--- config.mk ---
export PLATFORM = sky130hd
export DESIGN_NAME = id_ex_stage_flat
export DESIGN_NICKNAME = d
export VERILOG_FILES = /design/src/rtl/id_ex_stage_if.sv /design/src/rtl/id_ex_stage.sv /design/src/flat_wrapper.sv
export SDC_FILE = /design/constraint.sdc
export NUM_CORES = 1
export LEC_CHECK = 0
export CORE_MARGIN = 5
export CORE_UTILIZATION = 36
export DETAILED_ROUTE_END_ITERATION = 8
export PLACE_DENSITY = 0.81
export SLEW_MARGIN = 20
export SYNTH_ARGS = -nofsm -noshare
export SYNTH_HDL_FRONTEND = slang
export SYNTH_SLANG_ARGS = --single-unit
--- constraint.sdc ---
create_clock -name i_clk -period 1.3 [get_ports i_clk]
set_clock_uncertainty 0.1 [all_clocks]
set_input_delay 0.26 -clock i_clk [delete_from_list [all_inputs] [get_ports i_clk]]
set_output_delay 0.26 -clock i_clk [all_outputs]
set_load 0.05 [all_outputs]
--- src/rtl/id_ex_stage_if.sv ---
// ID/EX pipeline register bundle: decode-side inputs, forwarding sources and ALU-facing outputs.
// The slave modport belongs to id_ex_stage and the master modport to whatever drives decode.
interface id_ex_stage_if;
  logic        i_stall;
  logic        i_flush;
  logic        i_valid;
  logic [31:0] i_rs_data;
  logic [31:0] i_rt_data;
  logic [31:0] i_imm;
  logic [4:0]  i_shamt;
  logic [4:0]  i_rs;
  logic [4:0]  i_rt;
  logic [4:0]  i_rd;
  logic [3:0]  i_alu_op;
  logic        i_alu_src;
  logic        i_shift_src;
  logic        i_reg_dst;
  logic        i_reg_write;
  logic        i_exmem_reg_write;
  logic [4:0]  i_exmem_rd;
  logic [31:0] i_exmem_res;
  logic        i_memwb_reg_write;
  logic [4:0]  i_memwb_rd;
  logic [31:0] i_memwb_data;
  logic [31:0] o_A;
  logic [31:0] o_B;
  logic [3:0]  o_operation;
  logic [31:0] o_store_data;
  logic [4:0]  o_dest;
  logic        o_reg_write;
  logic        o_valid;

  modport slave (
    input  i_stall, i_flush, i_valid, i_rs_data, i_rt_data, i_imm, i_shamt,
           i_rs, i_rt, i_rd, i_alu_op, i_alu_src, i_shift_src, i_reg_dst, i_reg_write,
           i_exmem_reg_write, i_exmem_rd, i_exmem_res,
           i_memwb_reg_write, i_memwb_rd, i_memwb_data,
    output o_A, o_B, o_operation, o_store_data, o_dest, o_reg_write, o_valid
  );

  modport master (
    output i_stall, i_flush, i_valid, i_rs_data, i_rt_data, i_imm, i_shamt,
           i_rs, i_rt, i_rd, i_alu_op, i_alu_src, i_shift_src, i_reg_dst, i_reg_write,
           i_exmem_reg_write, i_exmem_rd, i_exmem_res,
           i_memwb_reg_write, i_memwb_rd, i_memwb_data,
    input  o_A, o_B, o_operation, o_store_data, o_dest, o_reg_write, o_valid
  );
endinterface

--- src/rtl/id_ex_stage.sv ---
// ID/EX pipeline register with operand selection and optional EX/MEM, MEM/WB forwarding.
// Build macro FORWARDING_EN enables forwarding; without it the forwarding inputs are ignored.
module id_ex_stage (
  input logic         i_clk,
  input logic         i_reset,
  id_ex_stage_if.slave bus
);

  typedef struct packed {
    logic        valid;
    logic [31:0] rs_data;
    logic [31:0] rt_data;
    logic [31:0] imm;
    logic [4:0]  shamt;
    logic [4:0]  rs;
    logic [4:0]  rt;
    logic [4:0]  rd;
    logic [3:0]  alu_op;
    logic        alu_src;
    logic        shift_src;
    logic        reg_dst;
    logic        reg_write;
  } id_ex_t;

  id_ex_t stage_q;
  id_ex_t stage_d;
  id_ex_t capture;

  logic [31:0] fwd_rs;
  logic [31:0] fwd_rt;

  always_comb begin
    capture           = '0;
    capture.valid     = 1'b1;
    capture.rs_data   = bus.i_rs_data;
    capture.rt_data   = bus.i_rt_data;
    capture.imm       = bus.i_imm;
    capture.shamt     = bus.i_shamt;
    capture.rs        = bus.i_rs;
    capture.rt        = bus.i_rt;
    capture.rd        = bus.i_rd;
    capture.alu_op    = bus.i_alu_op;
    capture.alu_src   = bus.i_alu_src;
    capture.shift_src = bus.i_shift_src;
    capture.reg_dst   = bus.i_reg_dst;
    capture.reg_write = bus.i_reg_write;
  end

  // An invalid decode slot is stored as the same all-zero bubble a flush produces.
  always_comb begin
    stage_d = '0;
    if (bus.i_flush) begin
      stage_d = '0;
    end else if (bus.i_stall) begin
      stage_d = stage_q;
    end else if (bus.i_valid) begin
      stage_d = capture;
    end
  end

  always_ff @(posedge i_clk) begin
    if (i_reset) begin
      stage_q <= '0;
    end else begin
      stage_q <= stage_d;
    end
  end

`ifdef FORWARDING_EN
  function automatic logic [31:0] fwd_sel(
    input logic [4:0]  idx,
    input logic [31:0] reg_val,
    input logic        ex_we,
    input logic [4:0]  ex_rd,
    input logic [31:0] ex_val,
    input logic        wb_we,
    input logic [4:0]  wb_rd,
    input logic [31:0] wb_val
  );
    if (idx != 5'd0 && ex_we && ex_rd == idx) begin
      return ex_val;
    end else if (idx != 5'd0 && wb_we && wb_rd == idx) begin
      return wb_val;
    end
    return reg_val;
  endfunction

  assign fwd_rs = fwd_sel(stage_q.rs, stage_q.rs_data,
                          bus.i_exmem_reg_write, bus.i_exmem_rd, bus.i_exmem_res,
                          bus.i_memwb_reg_write, bus.i_memwb_rd, bus.i_memwb_data);
  assign fwd_rt = fwd_sel(stage_q.rt, stage_q.rt_data,
                          bus.i_exmem_reg_write, bus.i_exmem_rd, bus.i_exmem_res,
                          bus.i_memwb_reg_write, bus.i_memwb_rd, bus.i_memwb_data);
`else
  logic unused_fwd;
  assign unused_fwd = ^{stage_q.rs, stage_q.rt,
                        bus.i_exmem_reg_write, bus.i_exmem_rd, bus.i_exmem_res,
                        bus.i_memwb_reg_write, bus.i_memwb_rd, bus.i_memwb_data};
  assign fwd_rs = stage_q.rs_data;
  assign fwd_rt = stage_q.rt_data;
`endif

  assign bus.o_A          = stage_q.shift_src ? {27'b0, stage_q.shamt} : fwd_rs;
  assign bus.o_B          = stage_q.alu_src ? stage_q.imm : fwd_rt;
  assign bus.o_store_data = fwd_rt;
  assign bus.o_operation  = stage_q.alu_op;
  assign bus.o_dest       = stage_q.reg_dst ? stage_q.rd : stage_q.rt;
  assign bus.o_reg_write  = stage_q.reg_write & stage_q.valid;
  assign bus.o_valid      = stage_q.valid;

endmodule

--- src/flat_wrapper.sv ---
// flat-port wrapper written by rule: the top's interface ports become plain ports
module id_ex_stage_flat 
  (i_clk, i_reset, bus_i_stall, bus_i_flush, bus_i_valid, bus_i_rs_data, bus_i_rt_data, bus_i_imm, bus_i_shamt, bus_i_rs, bus_i_rt, bus_i_rd, bus_i_alu_op, bus_i_alu_src, bus_i_shift_src, bus_i_reg_dst, bus_i_reg_write, bus_i_exmem_reg_write, bus_i_exmem_rd, bus_i_exmem_res, bus_i_memwb_reg_write, bus_i_memwb_rd, bus_i_memwb_data, bus_o_A, bus_o_B, bus_o_operation, bus_o_store_data, bus_o_dest, bus_o_reg_write, bus_o_valid);
  id_ex_stage_if bus_i ();
  input logic i_clk;
  input logic i_reset;
  input wire logic [$bits(bus_i.i_stall)-1:0] bus_i_stall;
  input wire logic [$bits(bus_i.i_flush)-1:0] bus_i_flush;
  input wire logic [$bits(bus_i.i_valid)-1:0] bus_i_valid;
  input wire logic [$bits(bus_i.i_rs_data)-1:0] bus_i_rs_data;
  input wire logic [$bits(bus_i.i_rt_data)-1:0] bus_i_rt_data;
  input wire logic [$bits(bus_i.i_imm)-1:0] bus_i_imm;
  input wire logic [$bits(bus_i.i_shamt)-1:0] bus_i_shamt;
  input wire logic [$bits(bus_i.i_rs)-1:0] bus_i_rs;
  input wire logic [$bits(bus_i.i_rt)-1:0] bus_i_rt;
  input wire logic [$bits(bus_i.i_rd)-1:0] bus_i_rd;
  input wire logic [$bits(bus_i.i_alu_op)-1:0] bus_i_alu_op;
  input wire logic [$bits(bus_i.i_alu_src)-1:0] bus_i_alu_src;
  input wire logic [$bits(bus_i.i_shift_src)-1:0] bus_i_shift_src;
  input wire logic [$bits(bus_i.i_reg_dst)-1:0] bus_i_reg_dst;
  input wire logic [$bits(bus_i.i_reg_write)-1:0] bus_i_reg_write;
  input wire logic [$bits(bus_i.i_exmem_reg_write)-1:0] bus_i_exmem_reg_write;
  input wire logic [$bits(bus_i.i_exmem_rd)-1:0] bus_i_exmem_rd;
  input wire logic [$bits(bus_i.i_exmem_res)-1:0] bus_i_exmem_res;
  input wire logic [$bits(bus_i.i_memwb_reg_write)-1:0] bus_i_memwb_reg_write;
  input wire logic [$bits(bus_i.i_memwb_rd)-1:0] bus_i_memwb_rd;
  input wire logic [$bits(bus_i.i_memwb_data)-1:0] bus_i_memwb_data;
  output wire logic [$bits(bus_i.o_A)-1:0] bus_o_A;
  output wire logic [$bits(bus_i.o_B)-1:0] bus_o_B;
  output wire logic [$bits(bus_i.o_operation)-1:0] bus_o_operation;
  output wire logic [$bits(bus_i.o_store_data)-1:0] bus_o_store_data;
  output wire logic [$bits(bus_i.o_dest)-1:0] bus_o_dest;
  output wire logic [$bits(bus_i.o_reg_write)-1:0] bus_o_reg_write;
  output wire logic [$bits(bus_i.o_valid)-1:0] bus_o_valid;
  assign bus_i.i_stall = bus_i_stall;
  assign bus_i.i_flush = bus_i_flush;
  assign bus_i.i_valid = bus_i_valid;
  assign bus_i.i_rs_data = bus_i_rs_data;
  assign bus_i.i_rt_data = bus_i_rt_data;
  assign bus_i.i_imm = bus_i_imm;
  assign bus_i.i_shamt = bus_i_shamt;
  assign bus_i.i_rs = bus_i_rs;
  assign bus_i.i_rt = bus_i_rt;
  assign bus_i.i_rd = bus_i_rd;
  assign bus_i.i_alu_op = bus_i_alu_op;
  assign bus_i.i_alu_src = bus_i_alu_src;
  assign bus_i.i_shift_src = bus_i_shift_src;
  assign bus_i.i_reg_dst = bus_i_reg_dst;
  assign bus_i.i_reg_write = bus_i_reg_write;
  assign bus_i.i_exmem_reg_write = bus_i_exmem_reg_write;
  assign bus_i.i_exmem_rd = bus_i_exmem_rd;
  assign bus_i.i_exmem_res = bus_i_exmem_res;
  assign bus_i.i_memwb_reg_write = bus_i_memwb_reg_write;
  assign bus_i.i_memwb_rd = bus_i_memwb_rd;
  assign bus_i.i_memwb_data = bus_i_memwb_data;
  assign bus_o_A = bus_i.o_A;
  assign bus_o_B = bus_i.o_B;
  assign bus_o_operation = bus_i.o_operation;
  assign bus_o_store_data = bus_i.o_store_data;
  assign bus_o_dest = bus_i.o_dest;
  assign bus_o_reg_write = bus_i.o_reg_write;
  assign bus_o_valid = bus_i.o_valid;
  id_ex_stage u_core (.i_clk(i_clk), .i_reset(i_reset), .bus(bus_i));
endmodule
==> results of run 1 <==
[routing by layer]
layer | part of all wire | vias up
met1 | 0.41 | 2512
met4 | 0.015 | 0
met3 | 0.071 | 20
met5 | 0 | -
met2 | 0.50 | 168
li1 | - | 2541
[cells in the final DEF, fill, tap and decap left out, drive strengths merged]
cell	n
and2	1
clkdlybuf4s50	121
buf	149
mux2i	1
bufinv	6
dfxtp	120
nor2b	26
nor2	1
clkinvlp	2
nand2	119
nand3b	119
mux2	42
clkbuf	21
clkinv	3
a21oi	119
or2	1
and2b	1
[cell type report]
type | instances | area (sq um)
fillers | 1276 | 6180
repair buffers | 270 | 3601
multi-input cells | 430 | 3339
flip-flops and latches | 120 | 2500
clock buffers | 21 | 470.5
well taps | 220 | 275.3
clock inverters | 11 | 217.7
[cell families (layout without fill, tap and decap cells)]
group,after synthesis,count (layout),share of synthesized area
flip-flops,120,120,0.3940
AND/OR/NAND/NOR,268,268,0.2504
multiplexers,43,43,0.07921
buffers and inverters,96,302,0.1172
AO/OA/AOI/OAI,119,119,0.1592
[stage by stage]
stage / power [mW] / instances
final: 10.81 / 1072
after global routing: 11.16 / 1072
after CTS: 10.93 / 1070
after detailed placement: 5.396 / 1032
after global placement: 5.380 / 1032
after floorplan: 4.730 / 646
[flip-flops by register name (all words and copies together), names as in the netlist]
name / count
u_core.bus.o_valid: 1
u_core.fwd_rs: 32
u_core.stage_q: 51
u_core.bus.o_store_data: 32
u_core.bus.o_operation: 4
[worst max-delay path by stage]
stage                           start                          end  slack (ps)  cells after the start
detailed placement            i_reset  u_core.bus.o_store_data[30]        -260                      4
global route        u_core.stage_q[3]                   bus_o_B[9]        -580                      3
CTS                 u_core.stage_q[3]                   bus_o_B[9]        -610                      3
finish              u_core.stage_q[3]                   bus_o_B[9]        -540                      3
floorplan           u_core.stage_q[2]                  bus_o_A[12]        -110                      2
global placement          bus_i_flush           u_core.stage_q[27]        -240                      4
[timing repair]
action,in CTS,in global routing
buffers inserted,6,9
endpoints found under the setup margin,107,96
cloned,1,0
resized for setup,126,39
pin swaps,1,0
[worst register-to-register path, stage by stage (launching register included)]
cell,delay [ps]
dfxtp_4,360
buf_12,150
buf_4,130
nand2_1,70
a21oi_2,50
[power by group through the flow]
stage	registers (mW)	clock network (mW)	logic (mW)
floorplan	3.87	0	0.862
global placement	3.89	0	1.50
detailed placement	3.89	0	1.51
CTS	3.81	5.55	1.57
global route	3.79	5.71	1.66
finish	3.78	5.45	1.57
==> impl_metrics.ini, run 1 <==
[setup_path]
critical_path.endpoint_type = primary output
rrSetupSlack_ps = 330
worstSetupPathType = reg -> out
worstReg2RegStart = u_core.stage_q[2]
r2r_end = u_core.stage_q[2]
worstPathCellList = buf_6 -> mux2_4 -> buf_12
crit_family = flip-flops
crit_path_top_delay_cell = dfxtp_4
cp_max_fo = 7
setup.worst_path.start_class = flop
crit_required_ps = 940
reg2reg_depth = 4
crit_buf_inv = 2
slowest_delay_ps = 410
arrival_ps = 1480

[run_status]
outcome = finished, violations left
violations = negative setup slack

[power]
power_frac_seq = 0.350
power_density_nw_per_um2 = 1039
clockPowerShare = 0.504
pwr-share-comb = 0.146
p_switching_mw = 2.493
p_int_mw = 8.314
vdd_drop_max_v = 0.0008029
p_sw_frac = 0.2307
power_leakage_nw = 3.614

[floorplan]
die_h_um = 140.1
num_io_pins = 312
die_w_um = 140.1
initial_core_util = 0.3677
coreArea_sq_um = 16580
die_area_sq_um = 19640
rows = 47

[job]
drv_cap = 0

[grt]
grt_max_degree = 67
overflow = 0
grt_pass1_wl_um = 28150
use_met1 = 0.2043
gr-max-usage-layer = met2
grt_util_all_layers = 0.1745
grt_pass1_vias = 5515
grt_use_met3 = 0.06033
grtUsageMet2 = 0.3039
antenna_found_initial = 0

[hold_path]
min_to = u_core.bus.o_store_data[18]
min-delay-start = bus_i_stall
hold_path_class = in -> reg
holdPathStages = 3

[drt]
via_per_inst = 4.889
drcViolationCount = 0
drt-wirelength-per-cell_um = 16.65
dr.pass1.iters = 4
via_count = 5241
drt-initial-drc-count = 231
wirelength_um = 17840
ant_nets = 0

[cts]
cts_root_buffer = clkbuf_16
numClockSinks = 120
cts_tree = yes
clk_latency_ps = 400
htree_levels = 4
clk_path_buf_depth = 2
path_clk_slew_ps = 50
cts_made_buffers = 17
hold_buffers = 0

[yosys]
synth_edf_count = 0
synth_area_leader_cell = dfxtp_1
ys_seq_area_frac = 0.3940
syn_area_per_cell_sq_um = 9.438
yosysTopAreaCellShare = 0.3940
yosys_most_used_dff = dfxtp_1
synth_area_leaders = dfxtp_1 39%, nand3b_1 15%, a21oi_2 14%
synth.most_common_cell = dfxtp_1
synth_warnings = 0
synthesis.nets = 851
ys_async_sr_fraction = 0
syn_area_sq_um = 6097
ys_types = 17
synth_common_cells = 120 x dfxtp_1, 119 x nand2_1, 119 x nand3b_1, 100 x a21oi_2, 43 x buf_4
syn_inst = 646
ys_ff_latch = 120

[final_layout]
final_design_area_no_fill_sq_um = 10400
area_delta_synth_final_pct = 70.63
utilization = 0.6274
num_antenna_cells = 0
num-nets-final = 1044
drive_above_1_share = 0.4589

[sta]
setup_viol = 81
hold_slack_ps = 73.66
finalCritPeriodShare = 1.414
slew_viol_final = 0
fmax_mhz = 543.8
relSlewSlack = 0.7524
worst_slew_pin_slew_ps = 371.4
tns_ps = -31340
finalWorstSetupSlack_ps = -538.8
hold_viol = 0
rsz0062_at_grt = yes
period_minus_slack_ps = 1839

[place]
dp_slack_ps = -261.3
place_area_sq_um = 9161
numPortBuffers = 230
dp_hpwl_um = 12020
globalplace.congestion = 0.7605
(Power assumes the default switching activity.)
==> run 2, diff against run 1 <==
ABC_CLOCK_PERIOD_IN_PS = 1300   (was not set)
SLEW_MARGIN = not set   (was 20)
==> results of run 2 <==
The final DEF is identical to that of run 1; final timing and power are the same.
==> run 3, diff against run 2 <==
ABC_AREA = 0   (was not set)
ABC_CLOCK_PERIOD_IN_PS = 2200   (was 1300)
PLACE_DENSITY = 0.78   (was 0.81)
SETUP_SLACK_MARGIN = 0.02   (was not set)
clock period = 2.2 ns   (was 1.3 ns; I/O delays follow)
==> impl_metrics.ini, run 3 (synthesized netlist as in run 1, its figures left out) <==
[final_layout]
drive_above_1_share = 0.3123
num_antenna_cells = 0
num-nets-final = 1017
layout_commonest_cell = clkdlybuf4s50_1
largest_reg_flops = 51
area_delta_synth_final_pct = 46.73
top_register = u_core.stage_q
num-fill-cells = 1510
final_cell_mix = 152 x clkdlybuf4s50_1, 120 x dfxtp_1, 119 x nand2_1, 119 x nand3b_1, 100 x a21oi_2

[cts]
post_cts_buffers = 0
numClockSinks = 120
cts_tree = yes
cts_root_buffer = clkbuf_16
clk_latency_ps = 400
htree_levels = 4
clk_path_buf_depth = 2
cts_made_buffers = 17
path_clk_slew_ps = 50

[sta]
fmax_mhz = 468.7
rsz0062_at_grt = no
period_minus_slack_ps = 2134
slew_viol_final = 0
hold_slack_ps = 323.7
setup_viol = 0
finalCritPeriodShare = 0.9698
relSlewSlack = 0.6112
hold_viol = 0
tns_ps = 0
worst_slew_pin_slew_ps = 583.1

[setup_path]
reg2reg_depth = 3
arrival_ps = 1590
critical_path.endpoint_type = primary output
slowest_delay_ps = 820
worstSetupPathType = reg -> out
crit_buf_inv = 1
crit_family = buffers and inverters
crit_path_top_delay_cell = clkdlybuf4s50_1
worstPathCellList = clkdlybuf4s50_1
crit_required_ps = 1660
cp_max_fo = 3
path_depth = 1
setup.worst_path.start_class = flop

[grt]
grt_pass1_wl_um = 25950
antenna_found_initial = 1
grt_use_met3 = 0.06135
use_met1 = 0.2047
grtUsageMet2 = 0.2523
overflow = 0
grt_pass1_vias = 4951
grt_max_degree = 77
gr-max-usage-layer = met2
grt_util_all_layers = 0.1620

[floorplan]
die_w_um = 140.1
rows = 47
coreArea_sq_um = 16580
num_io_pins = 312
initial_core_util = 0.3677
die_h_um = 140.1
die_area_sq_um = 19640

[hold_path]
hold_path_class = in -> reg
holdPathStages = 3

[place]
globalplace.congestion = 0.7890
dp_hpwl_um = 11190
numPortBuffers = 230

[drt]
wirelength_um = 16470
drt-wirelength-per-cell_um = 15.79
ant_nets = 0
dr.pass1.iters = 4
drt-initial-drc-count = 189
drcViolationCount = 0
via_count = 4997
via_per_inst = 4.791

[run_status]
outcome = completed

[power]
power_leakage_nw = 3.171
vdd_drop_max_v = 0.0004878
power_density_nw_per_um2 = 639.5

[job]
drv_cap = 0
run 3: cell count changes in the layout (fill, tap and decap cells not counted), sizes merged:
cell,change
clkdlybuf4s50,+31
clkinv,+3
bufinv,-4
clkbuf,-1
dlymetal6s2s,+5
buf,-63
run 3: cell type report:
class	instances	area, sq um	share of cell area
Clock buffer	20	446.7	0.04993
Sequential cell	120	2402	0.2685
Multi-Input combinational cell	430	2983	0.3334
Tap cell	220	275.3	0.03077
Clock inverter	10	105.1	0.01175
Timing Repair Buffer	243	2734	0.3056
run 3: final timing paths:
| path | from | to | slack [ps] |
|---|---|---|---|
| max | u_core.bus.o_store_data[12] | bus_o_store_data[12] | 70 |
| min | bus_i_stall | u_core.bus.o_store_data[15] | 320 |
| max reg2reg | u_core.stage_q[2] | u_core.stage_q[2] | 1060 |
| min reg2reg | u_core.fwd_rs[18] | u_core.fwd_rs[18] | 360 |
run 3: power by group:
group | total (mW) | switching [mW] | internal (mW)
sequential | 2.24 | 0.0253 | 2.22
clock | 2.65 | 0.981 | 1.67
combinational | 0.827 | 0.416 | 0.412
run 3: repair_timing:
item / 4_1_cts / 5_1_grt
endpoints found under the hold margin: 0 / 0
gates resized for setup: 0 / 5
hold buffers: 0 / 0
setup endpoints to repair: 0 / 5
run 3: layer usage:
metal,up-vias,part of all wire
met3,29,0.081
met1,2302,0.45
met2,188,0.45
li1,2476,-
met4,2,0.022
met5,-,0.00079
run 3: stage by stage:
stage,setup slack (ps),std cells,power [mW],instance area (sq um),utilization
final,66.39,1043,5.721,8946,0.5395
after global routing,21.64,1043,5.932,8946,0.5395
after CTS,21.07,1043,5.783,8934,0.5387
after detailed placement,297.2,1013,3.120,8382,0.5054
after global placement,314.7,1013,3.115,8382,0.5054
after floorplan,408.7,646,2.772,6097,-
run 3: worst reg2reg max path, cell delays in order, from the launching register on:
cell,delay [ps]
dfxtp_1,490
buf_4,290
nand2_1,90
a21oi_2,110
